File: src/rtl/imem_loader.sv
// -----------------------------------------------------------------------------
// imem_loader
//   Writer side of the instruction memory. Consumes a byte stream from the
//   host (LEN_HI, LEN_LO, LEN*4 big-endian data bytes, XOR checksum byte),
//   writes each assembled 32-bit instruction word to the instruction memory at
//   BASE_ADDR + 4*index, and keeps the CPU held until the whole image has been
//   loaded and its checksum verified.
//
// Ports
//   clk        in   system clock, rising edge
//   rst_n      in   asynchronous active-low reset
//   start      in   1-cycle pulse, begins a load (only from IDLE, DONE or ERR)
//   in_valid   in   in_byte is valid
//   in_byte    in   stream byte
//   in_ready   out  loader takes a byte this cycle (transfer = in_valid & in_ready)
//   imem_we    out  instruction memory write strobe, one cycle per word
//   imem_addr  out  byte address of the write (held between writes)
//   imem_wdata out  instruction word (held between writes)
//   cpu_run    out  CPU may execute (only once the image is loaded and verified)
//   busy       out  load in progress
//   done       out  image loaded, checksum good (sticky until next start)
//   error      out  length or checksum fault (sticky until next start)
// -----------------------------------------------------------------------------
module imem_loader #(
  parameter int          DEPTH     = 256,
  parameter logic [31:0] BASE_ADDR = 32'h0000_0000
) (
  input  logic        clk,
  input  logic        rst_n,
  input  logic        start,
  input  logic        in_valid,
  input  logic [7:0]  in_byte,
  output logic        in_ready,
  output logic        imem_we,
  output logic [31:0] imem_addr,
  output logic [31:0] imem_wdata,
  output logic        cpu_run,
  output logic        busy,
  output logic        done,
  output logic        error
);

  localparam int IDX_W = $clog2(DEPTH + 1);

  typedef enum logic [2:0] {
    S_IDLE,
    S_LEN_HI,
    S_LEN_LO,
    S_DATA,
    S_CSUM,
    S_DONE,
    S_ERR
  } state_t;

  state_t           state_reg;
  logic [7:0]       len_hi_reg;
  logic [IDX_W-1:0] len_reg;
  logic [IDX_W-1:0] word_idx_reg;
  logic [1:0]       byte_cnt_reg;
  logic [31:0]      asm_reg;
  logic [7:0]       csum_reg;
  logic             busy_reg;
  logic             done_reg;
  logic             error_reg;
  logic             cpu_run_reg;
  logic             imem_we_reg;
  logic [31:0]      imem_addr_reg;
  logic [31:0]      imem_wdata_reg;

  logic        accept;
  logic [16:0] len_full;
  logic        len_over;
  logic        last_word;
  logic [31:0] word_off;

  // The write cycle is a forced bubble: no byte is taken while imem_we is high,
  // so the DATA path never has to handle a byte and a write in the same cycle.
  assign in_ready  = busy_reg & ~imem_we_reg;
  assign accept    = in_valid & in_ready;

  // Length as it will be once the low byte currently on in_byte is taken.
  assign len_full  = {1'b0, len_hi_reg, in_byte};
  assign len_over  = len_full > 17'(DEPTH);
  assign last_word = (word_idx_reg == len_reg - IDX_W'(1));
  assign word_off  = 32'(word_idx_reg) << 2;

  always_ff @(posedge clk or negedge rst_n) begin
    if (!rst_n) begin
      state_reg      <= S_IDLE;
      len_hi_reg     <= '0;
      len_reg        <= '0;
      word_idx_reg   <= '0;
      byte_cnt_reg   <= '0;
      asm_reg        <= '0;
      csum_reg       <= '0;
      busy_reg       <= 1'b0;
      done_reg       <= 1'b0;
      error_reg      <= 1'b0;
      cpu_run_reg    <= 1'b0;
      imem_we_reg    <= 1'b0;
      imem_addr_reg  <= '0;
      imem_wdata_reg <= '0;
    end else begin
      imem_we_reg <= 1'b0;

      case (state_reg)
        S_IDLE, S_DONE, S_ERR: begin
          if (start) begin
            state_reg    <= S_LEN_HI;
            busy_reg     <= 1'b1;
            done_reg     <= 1'b0;
            error_reg    <= 1'b0;
            cpu_run_reg  <= 1'b0;
            len_hi_reg   <= '0;
            len_reg      <= '0;
            word_idx_reg <= '0;
            byte_cnt_reg <= '0;
            asm_reg      <= '0;
            csum_reg     <= '0;
          end
        end

        S_LEN_HI: begin
          if (accept) begin
            len_hi_reg <= in_byte;
            state_reg  <= S_LEN_LO;
          end
        end

        S_LEN_LO: begin
          if (accept) begin
            if (len_over) begin
              state_reg <= S_ERR;
              busy_reg  <= 1'b0;
              error_reg <= 1'b1;
            end else if (len_full == 17'd0) begin
              // Empty image: only the checksum byte (expected 0x00) follows.
              state_reg <= S_CSUM;
            end else begin
              len_reg   <= len_full[IDX_W-1:0];
              state_reg <= S_DATA;
            end
          end
        end

        S_DATA: begin
          if (accept) begin
            asm_reg      <= {asm_reg[23:0], in_byte};
            csum_reg     <= csum_reg ^ in_byte;
            byte_cnt_reg <= byte_cnt_reg + 2'd1;
            if (byte_cnt_reg == 2'd3) begin
              imem_we_reg    <= 1'b1;
              imem_wdata_reg <= {asm_reg[23:0], in_byte};
              imem_addr_reg  <= BASE_ADDR + word_off;
              word_idx_reg   <= word_idx_reg + IDX_W'(1);
              if (last_word) begin
                state_reg <= S_CSUM;
              end
            end
          end
        end

        S_CSUM: begin
          if (accept) begin
            busy_reg <= 1'b0;
            if (in_byte == csum_reg) begin
              state_reg   <= S_DONE;
              done_reg    <= 1'b1;
              cpu_run_reg <= 1'b1;
            end else begin
              state_reg <= S_ERR;
              error_reg <= 1'b1;
            end
          end
        end

        default: begin
          state_reg <= S_IDLE;
          busy_reg  <= 1'b0;
        end
      endcase
    end
  end

  assign imem_we    = imem_we_reg;
  assign imem_addr  = imem_addr_reg;
  assign imem_wdata = imem_wdata_reg;
  assign cpu_run    = cpu_run_reg;
  assign busy       = busy_reg;
  assign done       = done_reg;
  assign error      = error_reg;

endmodule
File: config.mk
export PLATFORM = sky130hd
export DESIGN_NAME = imem_loader
export DESIGN_NICKNAME = d
export VERILOG_FILES = /design/src/rtl/imem_loader.sv
export SDC_FILE = /design/constraint.sdc
export NUM_CORES = 1
export LEC_CHECK = 0
export CAP_MARGIN = 30
export CORE_UTILIZATION = 58
export CTS_CLUSTER_SIZE = 16
export DETAILED_ROUTE_END_ITERATION = 16
export PLACE_DENSITY_LB_ADDON = 0.25
export SKIP_LAST_GASP = 1
export SLEW_MARGIN = 5
export SYNTH_ARGS = -nofsm -noshare
export SYNTH_HDL_FRONTEND = slang
export SYNTH_SLANG_ARGS = --single-unit
File: constraint.sdc
create_clock -name clk -period 4.3 [get_ports clk]
set_clock_uncertainty 0.15 [all_clocks]
set_input_delay 0.43 -clock clk [delete_from_list [all_inputs] [get_ports clk]]
set_output_delay 0.43 -clock clk [all_outputs]
set_load 0.01 [all_outputs]
==> flow_summary_export.csv, run 1 <==
group,metric,value,unit
outcome,status,"complete, no violations",
synthesis,post-synth-top-area-cell,"dfrtp_1",
placed_design,dp.cells,726,
floorplanning,initial_utilization,0.597,
timing,tightest_slew,954,ps
synthesis,yosys_register_bits,108,
worst_setup_path,critPathKind,"reg -> reg",
synthesis,synth_warnings,0,
floorplanning,dieArea,0.00932,mm2
timing,drv_slew,0,
worst_setup_path,slowest_delay,540,ps
final_layout,drive_gt1_frac,0.0520,
worst_setup_path,startpoint,"len_hi_reg[4]",
worst_setup_path,worstPathCellList,"or4_1 > nor4_1 > a31oi_1 > nor2_1 > mux2i_1",
synthesis,ys.flop_type,"dfrtp_1",
floorplanning,die-width,96.6,um
final_layout,largest_reg_flops,32,
synthesis,yosysSeqAreaShare,0.521,
worst_setup_path,r2r-start,"len_hi_reg[4]",
cts,cts_buffers,9,
timing,setup_viol,0,
worst_setup_path,timing.rr.end,"len_reg[2]",
worst_setup_path,crit_buf_inv,0,
routing,first_pass_iters,4,
synthesis,synth_top_family_by_area,"simple AND/OR/NAND/NOR gates",
timing,hold_slack,245,ps
power_and_ir_drop,finalPower,3.18,mW
power_and_ir_drop,powerDensity,532,mW/mm2
cts,cts_hold_buf,1,
grt,grt_overflow,0,
floorplanning,core,0.00868,mm2
worst_setup_path,cpMaxStageDelayCell,"or4_1",
cts,cts.sinks,108,
routing,drt_iter0_markers,253,
floorplanning,ioPinCount,82,
worst_setup_path,crit_required,4450,ps
synthesis,avgSynthCellArea,8.85,um2
worst_setup_path,r2r_slack,1490,ps
final_layout,n_antenna_cell,0,
power_and_ir_drop,power.leakage,2.85,nW
synthesis,synth_compound_gate_area_share,0.126,
grt,grt_use_total,0.273,
worst_setup_path,ff2ff_path_depth,5,
cts,cts.path.max_buffers,2,
final_layout,areaGrowthSynthToFinish,15.2,%
timing,final.period_utilization,0.653,
cts,root_buffer,"clkbuf_8",
worst_setup_path,arrival,2950,ps
cts,cts.clk_slew.worst_paths,110,ps
synthesis,postSynthCellCount,586,
placed_design,gp_routability_congestion,0.867,
routing,route.detailed.drc,0,
cts,cts_tree,"done",
synthesis,async_flop_share,1.00,
timing,period_needed,2810,ps
grt,grt_pass1_wl,19100,um
timing,maxSlewHeadroom,0.358,
worst_setup_path,worst-path-max-fanout,11,
cts,cts_setup_buffers,0,
worst_setup_path,cp-end-kind,"register",
worst_setup_path,worstSetupPathDepth,5,
timing,fin_setup_tns,0,ps
run,drv_cap,0,
grt,grt_max_degree,56,
synthesis,yosys.area_share.simple,0.228,
worst_setup_path,crit_family,"simple AND/OR/NAND/NOR gates",
placed_design,numPortBuffers,58,
placed_design,dp_hpwl,7900,um
synthesis,synth_xor_area_frac,0.0422,
routing,routed_via_density,5.53,
routing,via_count,4106,
synthesis,synth_top_area_share,0.521,
final_layout,nets,645,
synthesis,synth.area.mux_share,0.00772,
grt,antenna_found_initial,0,
synthesis,synth_edf_count,0,
floorplanning,fp-row-count,34,
cts,postCtsResizedCells,0,
final_layout,fin_cells,743,
grt,grt_pass1_vias,3853,
routing,wirelength,11400,um
routing,ant_nets,0,
synthesis,yosys-top-cells-area,"dfrtp_1, nand2_1, o21ai_0",
floorplanning,die_y,96.6,um
cts,clock_tree.htree_level_count,3,
hold_path,hold_path.class,"in -> async",
synthesis,synth_adder_area_share,0.00724,
worst_setup_path,endpoint,"len_reg[2]",
timing,rsz0062_at_grt,"false",
power_and_ir_drop,vdd_drop_max,0.308,mV
timing,final_hold_viol_count,0,
cts,clk_latency,380,ps
timing,max_freq,356,MHz
routing,wire_per_inst,15.3,um
synthesis,netlist_area,0.00518,mm2
synthesis,synthDistinctLibCells,51,
worst_setup_path,start_kind,"register",
==> logic make-up (layout without fill, tap and decap cells) <==
logic type,count (synthesis),in the layout
buf+inv,67,94
simple gates,273,273
mux,4,4
xor+xnor,25,25
flops,108,108
fa+ha+maj,3,3
other cells,1,23
compound gates,105,105
==> report_power, final <==
group,internal (mW),switching [mW]
clock,0.299,0.371
sequential,1.24,0.235
combinational,0.443,0.590
total,1.98,1.20
==> cells in the mapped netlist, types with 2 or more instances <==
library cell	count
a22o_1	10
a31oi_1	4
inv_1	10
clkbuf_1	25
nand3_1	9
and3b_1	2
buf_2	4
nor2_1	23
buf_1	3
o22ai_1	3
nor4_1	3
o21ai_0	52
a21oi_1	7
dfrtp_1	108
a2111oi_0	2
mux2i_1	4
nor3_2	2
nor3_1	3
buf_4	24
and3_1	2
o21ai_1	4
a21o_1	3
or4_1	3
o31ai_1	6
nand2b_1	6
ha_1	3
xor2_1	11
nor2b_1	4
nand4_1	4
nand2_1	200
a211oi_1	5
xnor2_1	14
and2_1	2
o2111ai_1	3
or3_1	2
==> metrics by stage <==
stage	util	area, um2	setup WS (ps)
after floorplan	-	5270	1870
after global placement	0.660	5730	1280
after detailed placement	0.662	5740	1210
after CTS	0.688	5970	1520
after global routing	0.688	5970	1280
final	0.688	5970	1490
==> area by class of cell <==
type | count | area (um2)
Clock buffer | 10 | 138
Fill cell | 706 | 2710
Timing Repair Buffer | 67 | 656
Multi-Input combinational cell | 433 | 2220
Clock inverter | 6 | 80.1
Tap cell | 108 | 135
Sequential cell | 108 | 2700
Inverter | 11 | 41.3
==> routing by layer <==
metal | global-route usage | share of wire | vias up
li1 | - | - | 1990
met4 | 0.0956 | 0.015 | 0
met5 | 0 | 0 | -
met1 | 0.385 | 0.46 | 1978
met2 | 0.427 | 0.47 | 125
met3 | 0.0454 | 0.058 | 13
==> layout by cell type (no fill, tap or decap), types with 5 or more instances in the layout <==
master           instances
clkdlybuf4s50_1         57
nand2_1                200
nand3_1                  9
xnor2_1                 14
a211oi_1                 5
nand2b_1                 6
nor2_1                  23
o31ai_1                  6
xor2_1                  11
a21oi_1                  7
inv_1                   10
a22o_1                  10
o21ai_0                 52
dfrtp_1                108
conb_1                  23
buf_4                    8
clkbuf_8                10
==> worst min path at each step <==
| stage | startpoint | to | slack [ps] | cells past startpoint |
|---|---|---|---|---|
| floorplan | rst_n | asm_reg[0] | -20 | 0 |
| global placement | rst_n | word_idx_reg[4] | 100 | 1 |
| detailed placement | rst_n | imem_addr[7] | 100 | 1 |
| CTS | rst_n | imem_addr[7] | 240 | 2 |
| global route | rst_n | imem_addr[7] | 250 | 2 |
| finish | rst_n | imem_addr[7] | 240 | 2 |
Power figures use the tool's default switching activity.
==> inputs of run 2 (changes only) <==
Settings changed: CORE_UTILIZATION 58 to 54.
Clock period 4.3 ns to 2.6 ns, I/O delays scaled along.
==> run 2 against run 1 <==
  * Worst hold slack lost 21 ps
  * Non-clock buffer count is 27 higher
  * Final area increased by 4.0%
  * Via count increased by 5.8%
  * Setup slack worse by 1400 ps
  * Final cell count increased by 6.5%
  * First-iteration DRC count increased by 4.7%
  * Core utilization fell by 1.9 points
  * Sequential cell count did not move
==> flow_summary_export.csv, run 2 (same netlist as run 1, synthesis figures left out) <==
group,metric,value,unit
outcome,status,"complete, no violations",
power_and_ir_drop,power.switching,2.05,mW
timing,max_freq,396,MHz
timing,drv_slew,0,
floorplanning,core,0.00928,mm2
power_and_ir_drop,p_seq_frac,0.451,
cts,cts_buffers,9,
cts,cts.clk_slew.worst_paths,110,ps
worst_setup_path,arrival,2690,ps
timing,setup_viol,0,
cts,clock_tree.htree_level_count,3,
run,drv_cap,0,
placed_design,postPlaceCellArea,0.00597,mm2
cts,cts.path.max_buffers,2,
power_and_ir_drop,p_comb_frac,0.365,
final_layout,drive_gt1_frac,0.0982,
routing,first_pass_iters,5,
grt,grt_use_total,0.261,
floorplanning,initial_utilization,0.558,
worst_setup_path,worstPathCellList,"inv_2 > ha_1 > or4b_4 > nor2_4 > xnor2_1 > or4_4 > nor3_4 > a221o_1",
cts,root_buffer,"clkbuf_8",
worst_setup_path,crit_required,2760,ps
grt,antenna_found_initial,0,
timing,fin_setup_tns,0,ps
grt,grt_overflow,0,
timing,period_needed,2520,ps
power_and_ir_drop,power_frac_clock,0.184,
final_layout,layout_common_cells,"nand2_1, dfrtp_1, clkdlybuf4s50_1, o21ai_0, buf_4",
cts,cts.sinks,108,
floorplanning,die_y,100,um
power_and_ir_drop,internal-power,3.29,mW
final_layout,nets,672,
worst_setup_path,slowest_delay,550,ps
final_layout,n_antenna_cell,0,
placed_design,numPortBuffers,58,
floorplanning,fp-row-count,35,
cts,cts_tree,"done",
routing,route.detailed.drc,0,
routing,wirelength,12000,um
final_layout,areaGrowthSynthToFinish,19.7,%
worst_setup_path,cpMaxStageDelayCell,"or4_4",
final_layout,final_common_cell,"nand2_1",
routing,wire_per_inst,15.2,um
power_and_ir_drop,vdd_drop_max,0.415,mV
cts,clk_latency,380,ps
routing,ant_nets,0,
placed_design,gp_routability_congestion,0.875,
final_layout,design_area,0.00621,mm2
timing,tightest_slew,532,ps
worst_setup_path,cp-end-kind,"register",
routing,drt_iter0_markers,265,
routing,via_count,4345,
worst_setup_path,worst-path-max-fanout,3,
timing,rsz0062_at_grt,"false",
timing,maxSlewHeadroom,0.636,
worst_setup_path,start_kind,"register",
power_and_ir_drop,p_sw_frac,0.384,
final_layout,largest_reg_flops,32,
worst_setup_path,critPathKind,"reg -> reg",
timing,final.period_utilization,0.970,
hold_path,hold_path.class,"in -> async",
timing,final_hold_viol_count,0,
final_layout,fill_cells,785,
worst_setup_path,r2r_slack,80,ps
routing,routed_via_density,5.49,
floorplanning,dieArea,0.0100,mm2
grt,grt_pass1_wl,20300,um
grt,grt_pass1_vias,4119,
power_and_ir_drop,power.leakage,2.98,nW
power_and_ir_drop,powerDensity,861,mW/mm2
grt,grt_max_degree,41,
placed_design,dp_hpwl,8550,um
floorplanning,ioPinCount,82,
floorplanning,die-width,100,um
-- run 2: what timing repair did --
action / 4_1_cts / 5_1_grt
gates resized for setup: 0 / 7
setup endpoints to repair: 0 / 13
hold buffers: 1 / 0
hold endpoints to repair: 31 / 0
setup buffers: 0 / 3
-- run 2: metal layers --
metal,global-route usage,part of all wire
met5,0,0
met4,0.0936,0.018
met3,0.0348,0.054
met2,0.419,0.48
met1,0.366,0.45
-- run 2: per-stage QoR --
stage	setup WS, ps	hold WS [ps]	util	std cells	power [mW]
floorplan	175	-186	-	608	3.65
global placement	131	81.3	0.643	771	4.23
detailed placement	72.5	84.2	0.643	771	4.30
CTS	41.1	219	0.664	788	5.29
global route	11.2	272	0.669	791	5.70
finish	77.5	223	0.669	791	5.35
-- run 2: final cells by class --
type	instances	area (um2)	share of cell area
clock buffer	10	128	0.0206
clock inverter	6	58.8	0.00947
inverter	11	41.3	0.00665
multi-input combinational	433	2240	0.361
sequential	108	2700	0.436
tap	129	161	0.0260
timing repair buffer	94	876	0.141
-- run 2: path summary, 6_finish.rpt --
path                                  endpoint  cells past startpoint         from
min in group clk                imem_wdata[28]                      2  asm_reg[20]
worst max register to register    state_reg[2]                      8   len_reg[0]
worst min-delay path            imem_wdata[28]                      2        rst_n
worst max-delay path              state_reg[2]                      8   len_reg[0]
worst min register to register  imem_wdata[28]                      2  asm_reg[20]
max in group asynchronous           asm_reg[8]                      3        rst_n
-- run 2: power groups by stage --
stage / registers [mW] / clock network, mW / logic, mW
finish: 2.41 / 0.984 / 1.95
global route: 2.47 / 1.06 / 2.17
CTS: 2.41 / 0.993 / 1.89
detailed placement: 2.44 / 0 / 1.86
global placement: 2.42 / 0 / 1.81
floorplan: 2.34 / 0 / 1.31
-- run 2: worst max-delay path, delay by kind of cell, from the launching register on --
| kind | cells | cell delay (ps) |
|---|---|---|
| xor+xnor | 1 | 80 |
| simple gates | 4 | 1400 |
| buf+inv | 1 | 60 |
| flops | 1 | 440 |
| fa+ha+maj | 1 | 150 |
| compound gates | 1 | 190 |
